<file path="src/rtl/piso_tx_reg_if.sv">
// Load handshake and serial output bundle of the PISO transmit register.
// The master side supplies words and the shift enable; the slave side drives the serial bit stream.
interface piso_tx_reg_if #(
    parameter int WIDTH = 4
);
    logic             loadValid;
    logic [WIDTH-1:0] parallelIn;
    logic             loadReady;
    logic             shiftEn;
    logic             serialOut;
    logic             serialValid;
    logic             lastBit;

    modport master (
        output loadValid, parallelIn, shiftEn,
        input  loadReady, serialOut, serialValid, lastBit
    );

    modport slave (
        input  loadValid, parallelIn, shiftEn,
        output loadReady, serialOut, serialValid, lastBit
    );
endinterface

</file>
<file path="src/rtl/piso_tx_reg.sv">
// Parallel-in serial-out transmitter: first bit appears 1 cycle after load, back-to-back words with no gap.
// Backpressure: shiftEn=0 freezes the current bit; loadReady only opens in IDLE or on an advancing last bit.
module piso_tx_reg #(
    parameter int WIDTH      = 4,
    parameter bit MSB_FIRST  = 1'b1,
    parameter bit IDLE_LEVEL = 1'b0
) (
    input logic          clk,
    input logic          rst,
    piso_tx_reg_if.slave bus
);
    localparam int CW = $clog2(WIDTH);
    localparam logic [CW-1:0] LAST = CW'(WIDTH - 1);

    typedef enum logic {
        IDLE,
        SHIFT
    } state_t;

    state_t           state, state_nxt;
    logic [WIDTH-1:0] sreg, sreg_nxt;
    logic [CW-1:0]    count, count_nxt;
    logic             ser_out, ser_vld, ser_last;
    logic             out_nxt, vld_nxt, last_nxt;
    logic             at_last, load;

    assign at_last       = (state == SHIFT) && (count == LAST);
    assign bus.loadReady = rst && ((state == IDLE) || (at_last && bus.shiftEn));
    assign load          = bus.loadValid && bus.loadReady;

    always_comb begin
        state_nxt = state;
        count_nxt = count;
        sreg_nxt  = sreg;
        case (state)
            IDLE: begin
                if (load) begin
                    state_nxt = SHIFT;
                    count_nxt = '0;
                    sreg_nxt  = bus.parallelIn;
                end
            end
            SHIFT: begin
                if (bus.shiftEn) begin
                    if (count == LAST) begin
                        count_nxt = '0;
                        if (load) begin
                            sreg_nxt = bus.parallelIn;
                        end else begin
                            state_nxt = IDLE;
                            sreg_nxt  = MSB_FIRST ? (sreg << 1) : (sreg >> 1);
                        end
                    end else begin
                        count_nxt = count + 1'b1;
                        sreg_nxt  = MSB_FIRST ? (sreg << 1) : (sreg >> 1);
                    end
                end
            end
            default: state_nxt = IDLE;
        endcase

        // Output bits are precomputed from next state so serialOut is a true register.
        vld_nxt  = (state_nxt == SHIFT);
        last_nxt = vld_nxt && (count_nxt == LAST);
        if (vld_nxt) begin
            out_nxt = MSB_FIRST ? sreg_nxt[WIDTH-1] : sreg_nxt[0];
        end else begin
            out_nxt = IDLE_LEVEL;
        end
    end

    always_ff @(posedge clk) begin
        if (!rst) begin
            state    <= IDLE;
            sreg     <= '0;
            count    <= '0;
            ser_out  <= IDLE_LEVEL;
            ser_vld  <= 1'b0;
            ser_last <= 1'b0;
        end else begin
            state    <= state_nxt;
            sreg     <= sreg_nxt;
            count    <= count_nxt;
            ser_out  <= out_nxt;
            ser_vld  <= vld_nxt;
            ser_last <= last_nxt;
        end
    end

    assign bus.serialOut   = ser_out;
    assign bus.serialValid = ser_vld;
    assign bus.lastBit     = ser_last;
endmodule

</file>
<file path="src/flat_wrapper.sv">
// flat-port wrapper written by rule: the top's interface ports become plain ports
module piso_tx_reg_flat 
#(
    parameter int WIDTH      = 4,
    parameter bit MSB_FIRST  = 1'b1,
    parameter bit IDLE_LEVEL = 1'b0
)
  (clk, rst, bus_loadValid, bus_parallelIn, bus_shiftEn, bus_loadReady, bus_serialOut, bus_serialValid, bus_lastBit);
  piso_tx_reg_if #(.WIDTH(WIDTH)) bus_i ();
  input logic clk;
  input logic rst;
  input wire logic [$bits(bus_i.loadValid)-1:0] bus_loadValid;
  input wire logic [$bits(bus_i.parallelIn)-1:0] bus_parallelIn;
  input wire logic [$bits(bus_i.shiftEn)-1:0] bus_shiftEn;
  output wire logic [$bits(bus_i.loadReady)-1:0] bus_loadReady;
  output wire logic [$bits(bus_i.serialOut)-1:0] bus_serialOut;
  output wire logic [$bits(bus_i.serialValid)-1:0] bus_serialValid;
  output wire logic [$bits(bus_i.lastBit)-1:0] bus_lastBit;
  assign bus_i.loadValid = bus_loadValid;
  assign bus_i.parallelIn = bus_parallelIn;
  assign bus_i.shiftEn = bus_shiftEn;
  assign bus_loadReady = bus_i.loadReady;
  assign bus_serialOut = bus_i.serialOut;
  assign bus_serialValid = bus_i.serialValid;
  assign bus_lastBit = bus_i.lastBit;
  piso_tx_reg #(.WIDTH(WIDTH), .MSB_FIRST(MSB_FIRST), .IDLE_LEVEL(IDLE_LEVEL)) u_core (.clk(clk), .rst(rst), .bus(bus_i));
endmodule
</file>
<file path="config.mk">
export PLATFORM = sky130hd
export DESIGN_NAME = piso_tx_reg_flat
export DESIGN_NICKNAME = d
export VERILOG_FILES = /design/src/rtl/piso_tx_reg_if.sv /design/src/rtl/piso_tx_reg.sv /design/src/flat_wrapper.sv
export SDC_FILE = /design/constraint.sdc
export NUM_CORES = 1
export LEC_CHECK = 0
export ABC_AREA = 1
export BUFFER_PORTS_ARGS = -buffer_cell sky130_fd_sc_hd__buf_2
export CAP_MARGIN = 20
export CORE_AREA = 8 8 45 47
export CTS_BUF_LIST = sky130_fd_sc_hd__clkbuf_16
export DETAILED_ROUTE_END_ITERATION = 8
export DIE_AREA = 0 0 53 55
export GPL_ROUTABILITY_DRIVEN = 0
export HOLD_SLACK_MARGIN = 0.12
export PLACE_DENSITY_LB_ADDON = 0.25
export SLEW_MARGIN = 30
export SYNTH_ARGS = -nofsm -noshare
export SYNTH_HDL_FRONTEND = slang
export SYNTH_SLANG_ARGS = --single-unit
</file>
<file path="constraint.sdc">
create_clock -name clk -period 1.2 [get_ports clk]
set_input_delay 0 -clock clk [delete_from_list [all_inputs] [get_ports clk]]
set_output_delay 0 -clock clk [all_outputs]
set_load 0.01 [all_outputs]
</file>
# ---- Yosys cells after proc, flatten, opt, wreduce, memory -nomap -nowiden
# Index checks and enable logic that the tools add are counted.
dict set report totals {
  word_cells 33
  regBits 9
  input_bits 8
}
dict set report classes {
  reduce_logical 8
  eq_ne 4
  n_addsub 1
  n_bitwise 1
  muxes 13
}
# op count
set ops {}
lappend ops {{4-bit two-way mux} 4}
lappend ops {{4-bit one-hot mux with 2 select lines} 1}
lappend ops {{2-bit two-way mux} 3}
lappend ops {{1-bit logical AND} 5}
lappend ops {{2-bit equality test (second input constant)} 2}
lappend ops {{2-bit one-hot mux with 2 select lines} 1}
lappend ops {{2-bit AND reduction} 2}
lappend ops {{1-bit two-way mux} 3}
lappend ops {{2-bit by 1-bit adder with 2-bit output (second input constant)} 1}
lappend ops {{2-bit by 1-bit != test with 1-bit output (second input constant)} 1}
lappend ops {{2-bit != test (second input constant)} 1}
lappend ops {{1-bit one-hot mux with 2 select lines} 1}
lappend ops {{1-bit logical OR} 1}
lappend ops {{1-bit NOT} 1}

# ---- Longest topological paths before layout
# Gate-level depths: netlist of run 1.
dict set report logic_depth {
  word_depth 11
  ltp_mapped 10
  mapped_depth_nobuf 10
}

# ---- Least setup slack after synthesis of run 1
# No wires, ideal clock.
dict set report synth_path {
  path_kind {flip-flop to flip-flop}
  from {register u_core.count[0]}
  to {register u_core.ser_out (netlist: u_core.bus.serialOut)}
  t_arrival_ps 1135
  path_slack_ps -56
  required_ps 1078
  setup_time_ps 122
  stages_incl_launch_ff 9
  n_path_buf 0
  period_less_slack_ps 1256
  cell_sequence {dfxtp_1 -> ha_1 -> nand2_2 -> a21oi_2 -> nand4_1 -> nand3_1 -> nand2_1 -> nand2_1 -> nor2_1}
}
dict set report synth_between {
  elab_chain_cells 11
}
# element line_no
set synth_rtl {}
lappend synth_rtl {{start: declaration} piso_tx_reg.sv:22} ;# logic [CW-1:0] count, count_nxt;
lappend synth_rtl {{start signal: assignment} piso_tx_reg.sv:83} ;# count <= count_nxt;
lappend synth_rtl {{2-bit equality test *} piso_tx_reg.sv:27} ;# assign at_last = (state == SHIFT) && (count == LAST);
lappend synth_rtl {{1-bit logical AND *} piso_tx_reg.sv:27}
lappend synth_rtl {{1-bit logical AND *} piso_tx_reg.sv:28} ;# assign bus.loadReady = rst && ((state == IDLE) || (at_last && bus.shiftEn));
lappend synth_rtl {{1-bit logical OR *} piso_tx_reg.sv:28}
lappend synth_rtl {{1-bit logical AND *} piso_tx_reg.sv:28}
lappend synth_rtl {{via bus_loadReady} flat_wrapper.sv:15} ;# output wire logic [$bits(bus_i.loadReady)-1:0] bus_loadReady;
lappend synth_rtl {{1-bit logical AND *} piso_tx_reg.sv:29} ;# assign load = bus.loadValid && bus.loadReady;
lappend synth_rtl {{1-bit two-way mux} {piso_tx_reg.sv:37, piso_tx_reg.sv:47}}
lappend synth_rtl {{1-bit two-way mux} piso_tx_reg.sv:45} ;# if (count == LAST) begin
lappend synth_rtl {{1-bit two-way mux} piso_tx_reg.sv:44} ;# if (bus.shiftEn) begin
lappend synth_rtl {{1-bit one-hot mux with 2 select lines} piso_tx_reg.sv:35} ;# case (state)
lappend synth_rtl {{2-bit AND reduction (no source line)} --}
lappend synth_rtl {{end signal: assignment} piso_tx_reg.sv:84} ;# ser_out <= out_nxt;
lappend synth_rtl {{end: declaration} piso_tx_reg.sv:23} ;# logic ser_out, ser_vld, ser_last;
# The timed path passes the listed nets; every way through them passes the cells marked *. The select of a mux whose other input is x is not followed.
# A chain may end at the register's enable or synchronous reset.

# ---- Worst setup path after layout of run 1
dict set report layout_path {
  from {register u_core.count[1]}
  to {register u_core.ser_out (netlist: u_core.bus.serialOut)}
}
dict set report layout_between {
  elab_chain_cells 11
}
# element line_no
set layout_rtl {}
lappend layout_rtl {{2-bit equality test *} {piso_tx_reg.sv:27, piso_tx_reg.sv:45}}
lappend layout_rtl {{1-bit logical AND} piso_tx_reg.sv:27}
lappend layout_rtl {{1-bit logical AND} piso_tx_reg.sv:28}
lappend layout_rtl {{1-bit logical OR} piso_tx_reg.sv:28}
lappend layout_rtl {{1-bit logical AND} piso_tx_reg.sv:28}
lappend layout_rtl {{1-bit logical AND} piso_tx_reg.sv:29}
lappend layout_rtl {{1-bit two-way mux} {piso_tx_reg.sv:37, piso_tx_reg.sv:47}}
lappend layout_rtl {{1-bit two-way mux} piso_tx_reg.sv:45}
lappend layout_rtl {{1-bit two-way mux} piso_tx_reg.sv:44}
lappend layout_rtl {{1-bit one-hot mux with 2 select lines} piso_tx_reg.sv:35}
lappend layout_rtl {{2-bit AND reduction (no source line)} --}
# Mark *: on every way between the ends. The rest lies on a longest branch, timed or not. The select of a mux whose other input is x is not followed.

==> results of run 1 <==
[through the flow]
| step | area, µm² | instances | worst slack (ns) | TNS (ns) |
|---|---|---|---|---|
| after floorplan | 474 | 66 | 0.00115 | 0 |
| after global placement | 579 | 97 | -0.0518 | -0.166 |
| after detailed placement | 579 | 97 | -0.0769 | -0.233 |
| after CTS | 718 | 104 | 0.00426 | 0 |
| after global routing | 737 | 104 | -0.0555 | -0.101 |
| final | 737 | 104 | 0.0236 | 0 |
[worst reg2reg max path, cell delays in order, from the launching register on]
cell and delay (ns):
dfxtp_2 0.35, ha_4 0.15, nand2_4 0.07, a21oi_4 0.13, nand4_1 0.12, nand3_2 0.09
nand2_2 0.05, nand2_2 0.07, nor2_1 0.03
[sequential cells by signal, summed over array words and instances (netlist names)]
signal                  flops
u_core.bus.lastBit          1
u_core.sreg                 4
u_core.bus.serialValid      1
u_core.bus.serialOut        1
u_core.count                2
[layer usage]
| metal | GRT usage | vias to the layer above | routed length (µm) | share of wire |
|---|---|---|---|---|
| met1 | 0.0872 | 217 | 509 | 0.43 |
| li1 | - | 263 | - | - |
| met5 | 0 | - | 0 | 0 |
| met2 | 0.146 | 12 | 548 | 0.46 |
| met3 | 0.0508 | 4 | 107 | 0.090 |
| met4 | 0.0517 | 0 | 24 | 0.020 |
[cell families (layout without fill, tap and decap cells)]
family / count (synthesis) / in the layout / synth area share
simple gates: 32 / 32 / 0.342
flops: 9 / 9 / 0.388
fa+ha+maj: 1 / 1 / 0.0269
compound gates: 11 / 11 / 0.137
buf+inv: 13 / 35 / 0.105
[final cells by class]
cell class,count,share of cell area
Multi-Input combinational cell,44,0.389
Sequential cell,9,0.250
Timing Repair Buffer,18,0.161
Clock buffer,3,0.102
Inverter,13,0.0662
Tap cell,16,0.0272
Clock inverter,1,0.00509
[power by group through the flow]
| stage | clock [mW] | combinational [mW] | sequential [mW] |
|---|---|---|---|
| 4_1_cts | 0.589 | 0.129 | 0.331 |
| 6_report | 0.578 | 0.136 | 0.331 |
| 3_5_place_dp | 0 | 0.115 | 0.332 |
| 2_1_floorplan | 0 | 0.0627 | 0.334 |
| 3_3_place_gp | 0 | 0.115 | 0.332 |
| 5_1_grt | 0.604 | 0.150 | 0.332 |
[timing repair]
item | 4_1_cts | 5_1_grt
pin swaps | 0 | 3
hold buffers | 2 | 0
cloned | 0 | 0
endpoints found under the setup margin | 6 | 5
hold endpoints to repair | 2 | 0
resized for setup | 7 | 6
buffers inserted | 1 | 0
[cells in the final DEF (no fill, tap or decap), types with 2 or more instances in the layout]
master,n
inv_2,5
nand3_2,2
inv_1,9
clkbuf_16,3
nand2_2,4
dlygate4sd3_1,2
nand2_1,8
buf_2,10
buf_4,5
nand3_1,5
dfxtp_1,6
o21ai_0,2
nand2_4,2
a21oi_1,5
nand4_1,2
dfxtp_2,3
o211ai_1,2
nor2_1,6
[how the worst min path moves through the flow]
| stage | to | startpoint | cells after the start |
|---|---|---|---|
| after CTS | u_core.sreg[0]$_SDFFE_PN0P_ | bus_loadValid | 3 |
| final | u_core.sreg[2]$_SDFFE_PN0P_ | bus_parallelIn[2] | 3 |
| after global routing | u_core.sreg[2]$_SDFFE_PN0P_ | bus_parallelIn[2] | 3 |
| after global placement | u_core.sreg[0]$_SDFFE_PN0P_ | bus_parallelIn[0] | 3 |
| after floorplan | u_core.bus.serialValid$_SDFF_PN0_ | bus_loadValid | 2 |
| after detailed placement | u_core.sreg[0]$_SDFFE_PN0P_ | bus_parallelIn[0] | 3 |
==> results.toml, run 1 <==
[worst_setup_path]
worstRegToRegCells = 8
r2r_slack_ns = 0.02
end_kind = "flop"
endpoint = "u_core.bus.serialOut$_SDFF_PN0_"
worst-path-stages = 8
startpoint_type = "flop"
required_ns = 1.32
rr_endpoint = "u_core.bus.serialOut$_SDFF_PN0_"
cp_slowest_cell = "dfxtp_2"
crit_start = "u_core.count[1]$_SDFF_PN0_"
cp_common_cell = "nand2_2"
worstSetupPathType = "reg2reg"
cp.arrival_ns = 1.29
critPathTopFamily = "simple AND/OR/NAND/NOR gates"
crit_path_max_fanout = 3
reg2reg_from = "u_core.count[1]$_SDFF_PN0_"
cp_num_buf_inv = 0
slowest_delay_ns = 0.35
critical_path.cell_chain = "ha_4 > nand2_4 > a21oi_4 > nand4_1 > nand3_2 > nand2_2 > nand2_2 > nor2_1"

[clocking]
clkSinkCount = 9
cts_tree = "built"
clk_latency_ns = 0.23
cts_buffers = 3
clk_pin_slew_worst_paths_ns = 0.04
cts_max_path_buffers = 2
cts_root_buf = "clkbuf_16"
htree_levels = 1

[synth]
ys.warnings.count = 0
synth.distinct_cells = 19
netlist_instances = 66
synth_top_area_frac = 0.388
synthTopCellsByCount = "nand2_1, dfxtp_1, inv_1"
syn_nets = 75
synth_area_leaders = "dfxtp_1, nand2_1, nand3_1, inv_1, a21oi_1"
yosysSeqAreaShare = 0.388
synth_top_area_cell = "dfxtp_1"
synth_edf_count = 0
ys_ff_latch = 9
synth.avg_cell_area_um2 = 7.03
syn_area_um2 = 464
synth_flop_cell = "dfxtp_1"
synthArstFlopShare = 0
synth.most_common_cell = "nand2_1"

[floorplan]
coreArea_um2 = 1380
dieArea_um2 = 2920
chipWidth_um = 53
rows = 14
io_pins = 12
die_height_um = 55
start_util = 0.335

[drt]
routed-via-count = 496
wl_per_cell_um = 11.4
drtPass1Iterations = 4
drc_errors = 0
antenna_left = 0
routed_wl_um = 1190
vias_per_cell = 4.77
drt-initial-drc-count = 5

[pwr]
p_int_mw = 0.813
power.leakage_nw = 0.361
ir_drop_v = 0.000840
clkPwrFrac = 0.553
finalPower_mw = 1.04
seqPwrFrac = 0.317
switching_share = 0.221
combPwrFrac = 0.130
netSwitchingPower_mw = 0.231
p_per_area_nw_per_um2 = 1420

[global_routing]
grt_pass1_wl_um = 1890
grt_usage = 0.0893
antenna_found_initial = 0
grt_max_degree = 8
first_global_vias = 483
grt_overflow = 0

[timing]
rsz0062_at_grt = "yes"
final-hold-violation-count = 0
fin_worst_skew_ns = 0.00192
slew_violations = 0
slew-limit-headroom = 0.844
hold_ws_ns = 0.115
period_needed_ns = 1.18
fmax_mhz = 850
period_share = 0.980
setup_viol = 0
tightest_slew_ns = 0.234

[placed_design]
portBuffers = 11
hpwl_um = 885

[job]
maxCapViolCount = 0

[outcome]
status = "finished clean"

[final_layout]
multiInputGateArea_um2 = 287
diodes = 0
nets = 98
fin_util = 0.533
area_growth_pct = 58.8
layout-drive-gt1-share = 0.432
final.fill_count = 139
ff_latch_area_um2 = 184

[min_path]
hold_path_class = "in2reg"
(Power assumes the default switching activity.)
==> run 2: changes to the inputs <==
--- a/config.mk
+++ b/config.mk
@@ -14,7 +14,7 @@
 export DIE_AREA = 0 0 53 55
 export GPL_ROUTABILITY_DRIVEN = 0
 export HOLD_SLACK_MARGIN = 0.12
-export PLACE_DENSITY_LB_ADDON = 0.25
+export PLACE_DENSITY = 0.62
 export SLEW_MARGIN = 30
 export SYNTH_ARGS = -nofsm -noshare
 export SYNTH_HDL_FRONTEND = slang
==> run 2 against run 1 <==
Die area did not move. Wire length up 15%. Largest power group unchanged. Critical path type unchanged. Register-to-register slack about the same. Clock-buffer cell count unchanged. Clock power shrank 0.9%. Hold slack better by 0.066 ns. Combinational power grew 7%. Via count increased by 8.5%.
==> results.toml, run 2 (synthesis gave the netlist of run 1 again) <==
[clocking]
cts_buffers = 3
clk_latency_ns = 0.23
clkSinkCount = 9
htree_levels = 1
cts_tree = "built"
clk_pin_slew_worst_paths_ns = 0.04
cts_root_buf = "clkbuf_16"
cts_max_path_buffers = 2

[placed_design]
hpwl_um = 889
dpl_cell_area_um2 = 579
portBuffers = 11

[min_path]
hold_depth = 5
hold_path_class = "in2reg"
hold_end = "u_core.bus.serialOut$_SDFF_PN0_"
min_from = "rst"

[floorplan]
coreArea_um2 = 1380
dieArea_um2 = 2920
chipWidth_um = 53
io_pins = 12
rows = 14
die_height_um = 55
start_util = 0.335

[worst_setup_path]
critPathTopFamily = "simple AND/OR/NAND/NOR gates"
cp.arrival_ns = 1.29
cp_slowest_cell = "dfxtp_4"
critical_path.cell_chain = "ha_4 > nand2_4 > a21oi_4 > nand4_1 > nand3_1 > nand2_1 > nand2_2 > nor2_1"
worstRegToRegCells = 8
reg2reg_from = "u_core.count[0]$_SDFF_PN0_"
slowest_delay_ns = 0.35
end_kind = "flop"
r2r_slack_ns = 0.03
cp_num_buf_inv = 0
rr_endpoint = "u_core.bus.serialOut$_SDFF_PN0_"
required_ns = 1.32
startpoint_type = "flop"
crit_path_max_fanout = 3
worstSetupPathType = "reg2reg"

[global_routing]
use_met2 = 0.195
top_usage_layer = "met2"
grtUsageMet1 = 0.0992
grt_overflow = 0
first_global_vias = 544
grt_max_degree = 8
grt_pass1_wl_um = 2310
antenna_found_initial = 0
grt_usage = 0.107
grt_use_met3 = 0.0267

[timing]
fmax_mhz = 856
slew_violations = 0
period_needed_ns = 1.17
rsz0062_at_grt = "yes"
fin_worst_skew_ns = 0.00312
slew-limit-headroom = 0.822
hold_ws_ns = 0.182
period_share = 0.974
setup_viol = 0
tightest_slew_ns = 0.265
final-hold-violation-count = 0

[drt]
routed_wl_um = 1360
drtPass1Iterations = 4
vias_per_cell = 5.08
drc_errors = 0
antenna_left = 0
wl_per_cell_um = 12.9
routed-via-count = 538
drt-initial-drc-count = 8

[final_layout]
final.fill_count = 129
area_growth_pct = 63.6
final_cell_area_um2 = 759
nets = 100
largest_reg_flops = 4
top_register = "u_core.sreg"
layout_common_cells = "nand2_1, inv_1, buf_2"
layout-drive-gt1-share = 0.400
final_common_cell = "nand2_1"
reg_top3 = "u_core.sreg (4), u_core.count (2)"
diodes = 0

[job]
maxCapViolCount = 0

[pwr]
p_per_area_nw_per_um2 = 1380
ir_drop_v = 0.000570
power.leakage_nw = 0.372

[outcome]
status = "finished clean"
run 2: cell types whose count changed in the layout (fill, tap and decap cells not counted), sizes merged:
cell / previous run / this run
clkbuf: 3 / 4
dlygate4sd3: 2 / 4
buf: 16 / 15
run 2: worst max path at each step:
| stage | from | endpoint | slack, ns | depth (start not counted) |
|---|---|---|---|---|
| final | u_core.count[0]$_SDFF_PN0_ | u_core.bus.serialOut$_SDFF_PN0_ | 0.03 | 8 |
| after global routing | u_core.count[1]$_SDFF_PN0_ | u_core.bus.serialOut$_SDFF_PN0_ | -0.08 | 9 |
| after CTS | u_core.count[1]$_SDFF_PN0_ | bus_loadReady | 0.02 | 5 |
| after detailed placement | u_core.count[0]$_SDFF_PN0_ | u_core.bus.serialOut$_SDFF_PN0_ | -0.08 | 9 |
| after global placement | u_core.count[0]$_SDFF_PN0_ | u_core.bus.serialOut$_SDFF_PN0_ | -0.04 | 9 |
| after floorplan | u_core.count[0]$_SDFF_PN0_ | u_core.bus.serialOut$_SDFF_PN0_ | 0.001 | 8 |
run 2: repair_timing:
action	4_1_cts	5_1_grt
buffers inserted	0	1
setup endpoints to repair	5	6
gates resized for setup	7	8
hold endpoints to repair	3	0
hold buffers	4	0
pin swaps	1	3
run 2: final cells by class:
cell class                      instances  area [µm²]  area share
Clock buffer                            3        75.1      0.0988
Clock inverter                          1        3.75     0.00494
Inverter                               13        48.8      0.0643
Multi-Input combinational cell         44         280       0.369
Sequential cell                         9         186       0.245
Tap cell                               16        20.0      0.0264
Timing Repair Buffer                   20         145       0.191
run 2: where the power goes:
part | internal, mW | switching [mW] | total (mW) | leakage, nW
logic | 0.0665 | 0.0797 | 0.146 | 0.255
registers | 0.317 | 0.0132 | 0.330 | 0.0750
clock network | 0.435 | 0.138 | 0.573 | 0.0423
run 2: worst min-delay path, cell delays in order:
cell	delay, ns
buf_2	0.15
nand2_1	0.09
inv_2	0.03
nand2_2	0.06
nor2_1	0.03
run 2: layer usage:
metal	up-vias	share of wire	wire, µm
met5	-	0	0
met3	4	0.082	112
met1	250	0.38	524
li1	264	-	-
met2	20	0.51	689
met4	0	0.028	38
run 2: per-stage QoR:
| stage | utilization | setup WS, ns | setup TNS (ns) | power [mW] | cells |
|---|---|---|---|---|---|
| 6_report | 0.549 | 0.0313 | 0 | 1.05 | 106 |
| 5_1_grt | 0.549 | -0.0775 | -0.181 | 1.10 | 106 |
| 4_1_cts | 0.528 | 0.0196 | 0 | 1.05 | 105 |
| 3_5_place_dp | 0.419 | -0.0754 | -0.191 | 0.447 | 97 |
| 3_3_place_gp | 0.419 | -0.0378 | -0.0602 | 0.445 | 97 |
| 2_1_floorplan | - | 0.00115 | 0 | 0.397 | 66 |
==> run 3: changes to the inputs <==
--- a/config.mk
+++ b/config.mk
@@ -5,7 +5,6 @@
 export SDC_FILE = /design/constraint.sdc
 export NUM_CORES = 1
 export LEC_CHECK = 0
-export ABC_AREA = 1
 export BUFFER_PORTS_ARGS = -buffer_cell sky130_fd_sc_hd__buf_2
 export CAP_MARGIN = 20
 export CORE_AREA = 8 8 45 47
@@ -14,7 +13,7 @@
 export DIE_AREA = 0 0 53 55
 export GPL_ROUTABILITY_DRIVEN = 0
 export HOLD_SLACK_MARGIN = 0.12
-export PLACE_DENSITY = 0.62
+export PLACE_DENSITY = 0.63
 export SLEW_MARGIN = 30
 export SYNTH_ARGS = -nofsm -noshare
 export SYNTH_HDL_FRONTEND = slang
==> run 3 against run 2 <==
Register-to-register slack improved by 0.05 ns. Cell area down 6.1%. Utilization down 3.3 points. Sequential power hardly changed. Cell count shrank 16%. Die area unchanged. Wire length shrank 7.5%. Area after synthesis increased by 4.3%.
==> results.toml, run 3 <==
[final_layout]
largest_reg_flops = 4
reg_top3 = "u_core.sreg (4), u_core.count (2)"
diodes = 0
final_cell_area_um2 = 713
layout-drive-gt1-share = 0.438
ff_latch_area_um2 = 184
multiInputGateArea_um2 = 307
nets = 83
layout_common_cells = "buf_2, dfxtp_1, buf_4"
area_growth_pct = 47.3
final_common_cell = "buf_2"
final.fill_count = 138
top_register = "u_core.sreg"

[drt]
antenna_left = 0
vias_per_cell = 5.45
drt-initial-drc-count = 1
drc_errors = 0
wl_per_cell_um = 14.2
drtPass1Iterations = 4
routed-via-count = 485
routed_wl_um = 1260

[synth]
synthTopCellsByCount = "dfxtp_1, nand3_1, nor2_1, o21ai_0"
yosysSeqAreaShare = 0.372
synth_top_area_cell = "dfxtp_1"
synth_top_area_frac = 0.372
synthArstFlopShare = 0
ys_ff_latch = 9
netlist_instances = 54
synth_flop_cell = "dfxtp_1"
synth_edf_count = 0
synth.distinct_cells = 28
ys.warnings.count = 0
synth.avg_cell_area_um2 = 8.97
synth_area_leaders = "dfxtp_1, mux2_2, mux2i_1, nand3_1, o21ai_0"
syn_area_um2 = 484
syn_nets = 63
synth.most_common_cell = "dfxtp_1"

[placed_design]
dpl_worst_slack_ns = -0.00491
dpl_cell_area_um2 = 584
hpwl_um = 886
portBuffers = 11

[worst_setup_path]
end_kind = "flop"
required_ns = 1.37
cp_slowest_cell = "dfxtp_2"
startpoint_type = "flop"
crit_path_max_fanout = 4
critPathTopFamily = "flip-flops"
slowest_delay_ns = 0.34
critical_path.cell_chain = "ha_4 > nand3_4 > mux2_4 > a31oi_1"
cp.arrival_ns = 1.29
worstSetupPathType = "reg2reg"
cp_num_buf_inv = 0

[global_routing]
grt_max_degree = 11
grt_overflow = 0
grt_pass1_wl_um = 2230
grt_usage = 0.104
first_global_vias = 521
antenna_found_initial = 0

[clocking]
cts_buffers = 3
cts_tree = "built"
clk_latency_ns = 0.24
clk_pin_slew_worst_paths_ns = 0.04
cts_max_path_buffers = 2
htree_levels = 1
clkSinkCount = 9
cts_root_buf = "clkbuf_16"

[floorplan]
chipWidth_um = 53
io_pins = 12
die_height_um = 55
start_util = 0.350
coreArea_um2 = 1380
dieArea_um2 = 2920
rows = 14

[outcome]
status = "finished clean"

[pwr]
power.leakage_nw = 0.303
ir_drop_v = 0.00102
p_per_area_nw_per_um2 = 1470

[timing]
tightest_slew_ns = 0.270
final-hold-violation-count = 0
fin_worst_skew_ns = 0.00406
setup_viol = 0
fmax_mhz = 891
period_share = 0.935
slew_violations = 0
period_needed_ns = 1.12
hold_ws_ns = 0.153
fin_ws_ns = 0.0781
slew-limit-headroom = 0.820
rsz0062_at_grt = "no"

[job]
maxCapViolCount = 0

[min_path]
hold_path_class = "in2reg"
[run 3: where the power goes]
| part | switching (mW) | internal (mW) |
|---|---|---|
| Sequential | 0.0118 | 0.317 |
| Combinational | 0.0662 | 0.0618 |
| Clock | 0.158 | 0.437 |
[run 3: kinds of logic after synthesis]
group | synth area share
and+or+nand+nor | 0.212
AOI/OAI and AO/OA | 0.189
DFF | 0.372
buffers and inverters | 0.0646
muxes | 0.119
xor gates and xnor gates | 0.0181
adders and majority gates | 0.0258
[run 3: routing by layer]
metal / wire length [µm] / share of wire / track usage
met1: 528 / 0.42 / 0.0995
met5: 0 / 0 / 0
met2: 653 / 0.52 / 0.188
met4: 13 / 0.010 / 0.0517
met3: 66 / 0.052 / 0.0455
[run 3: per-stage QoR]
step	setup TNS, ns	power, mW	cells	utilization
2_1_floorplan	0	0.401	54	-
3_3_place_gp	0	0.448	84	0.422
3_5_place_dp	-0.00491	0.450	84	0.422
4_1_cts	0	1.05	89	0.498
5_1_grt	0	1.09	89	0.515
6_report	0	1.05	89	0.515
[run 3: tightest hold or removal path, cell delays in order]
cell	delay, ns
buf_2	0.17
nand4_1	0.10
a31oi_1	0.06
[run 3: layout make-up]
type / instances / share of cell area
tap: 16 / 0.0281
multi-input combinational: 39 / 0.430
clock buffer: 3 / 0.105
sequential: 9 / 0.258
inverter: 3 / 0.0158
timing repair buffer: 18 / 0.158
clock inverter: 1 / 0.00526
[run 3: final timing paths]
path	startpoint	endpoint	slack (ns)	cells after the start
hold / removal	bus_shiftEn	u_core.sreg[2]$_SDFFE_PN0P_	0.15	3
hold reg to reg	u_core.sreg[0]$_SDFFE_PN0P_	u_core.sreg[0]$_SDFFE_PN0P_	0.48	2
setup / recovery	u_core.count[1]$_SDFF_PN0_	u_core.sreg[1]$_SDFFE_PN0P_	0.08	4
setup reg to reg	u_core.count[1]$_SDFF_PN0_	u_core.sreg[1]$_SDFFE_PN0P_	0.08	4
[run 3: what timing repair did]
action / 4_1_cts / 5_1_grt
gates resized for setup: 3 / 7
buffers inserted: 0 / 0
endpoints found under the setup margin: 3 / 6
pin swaps: 2 / 0
endpoints found under the hold margin: 2 / 0
hold buffers: 2 / 0
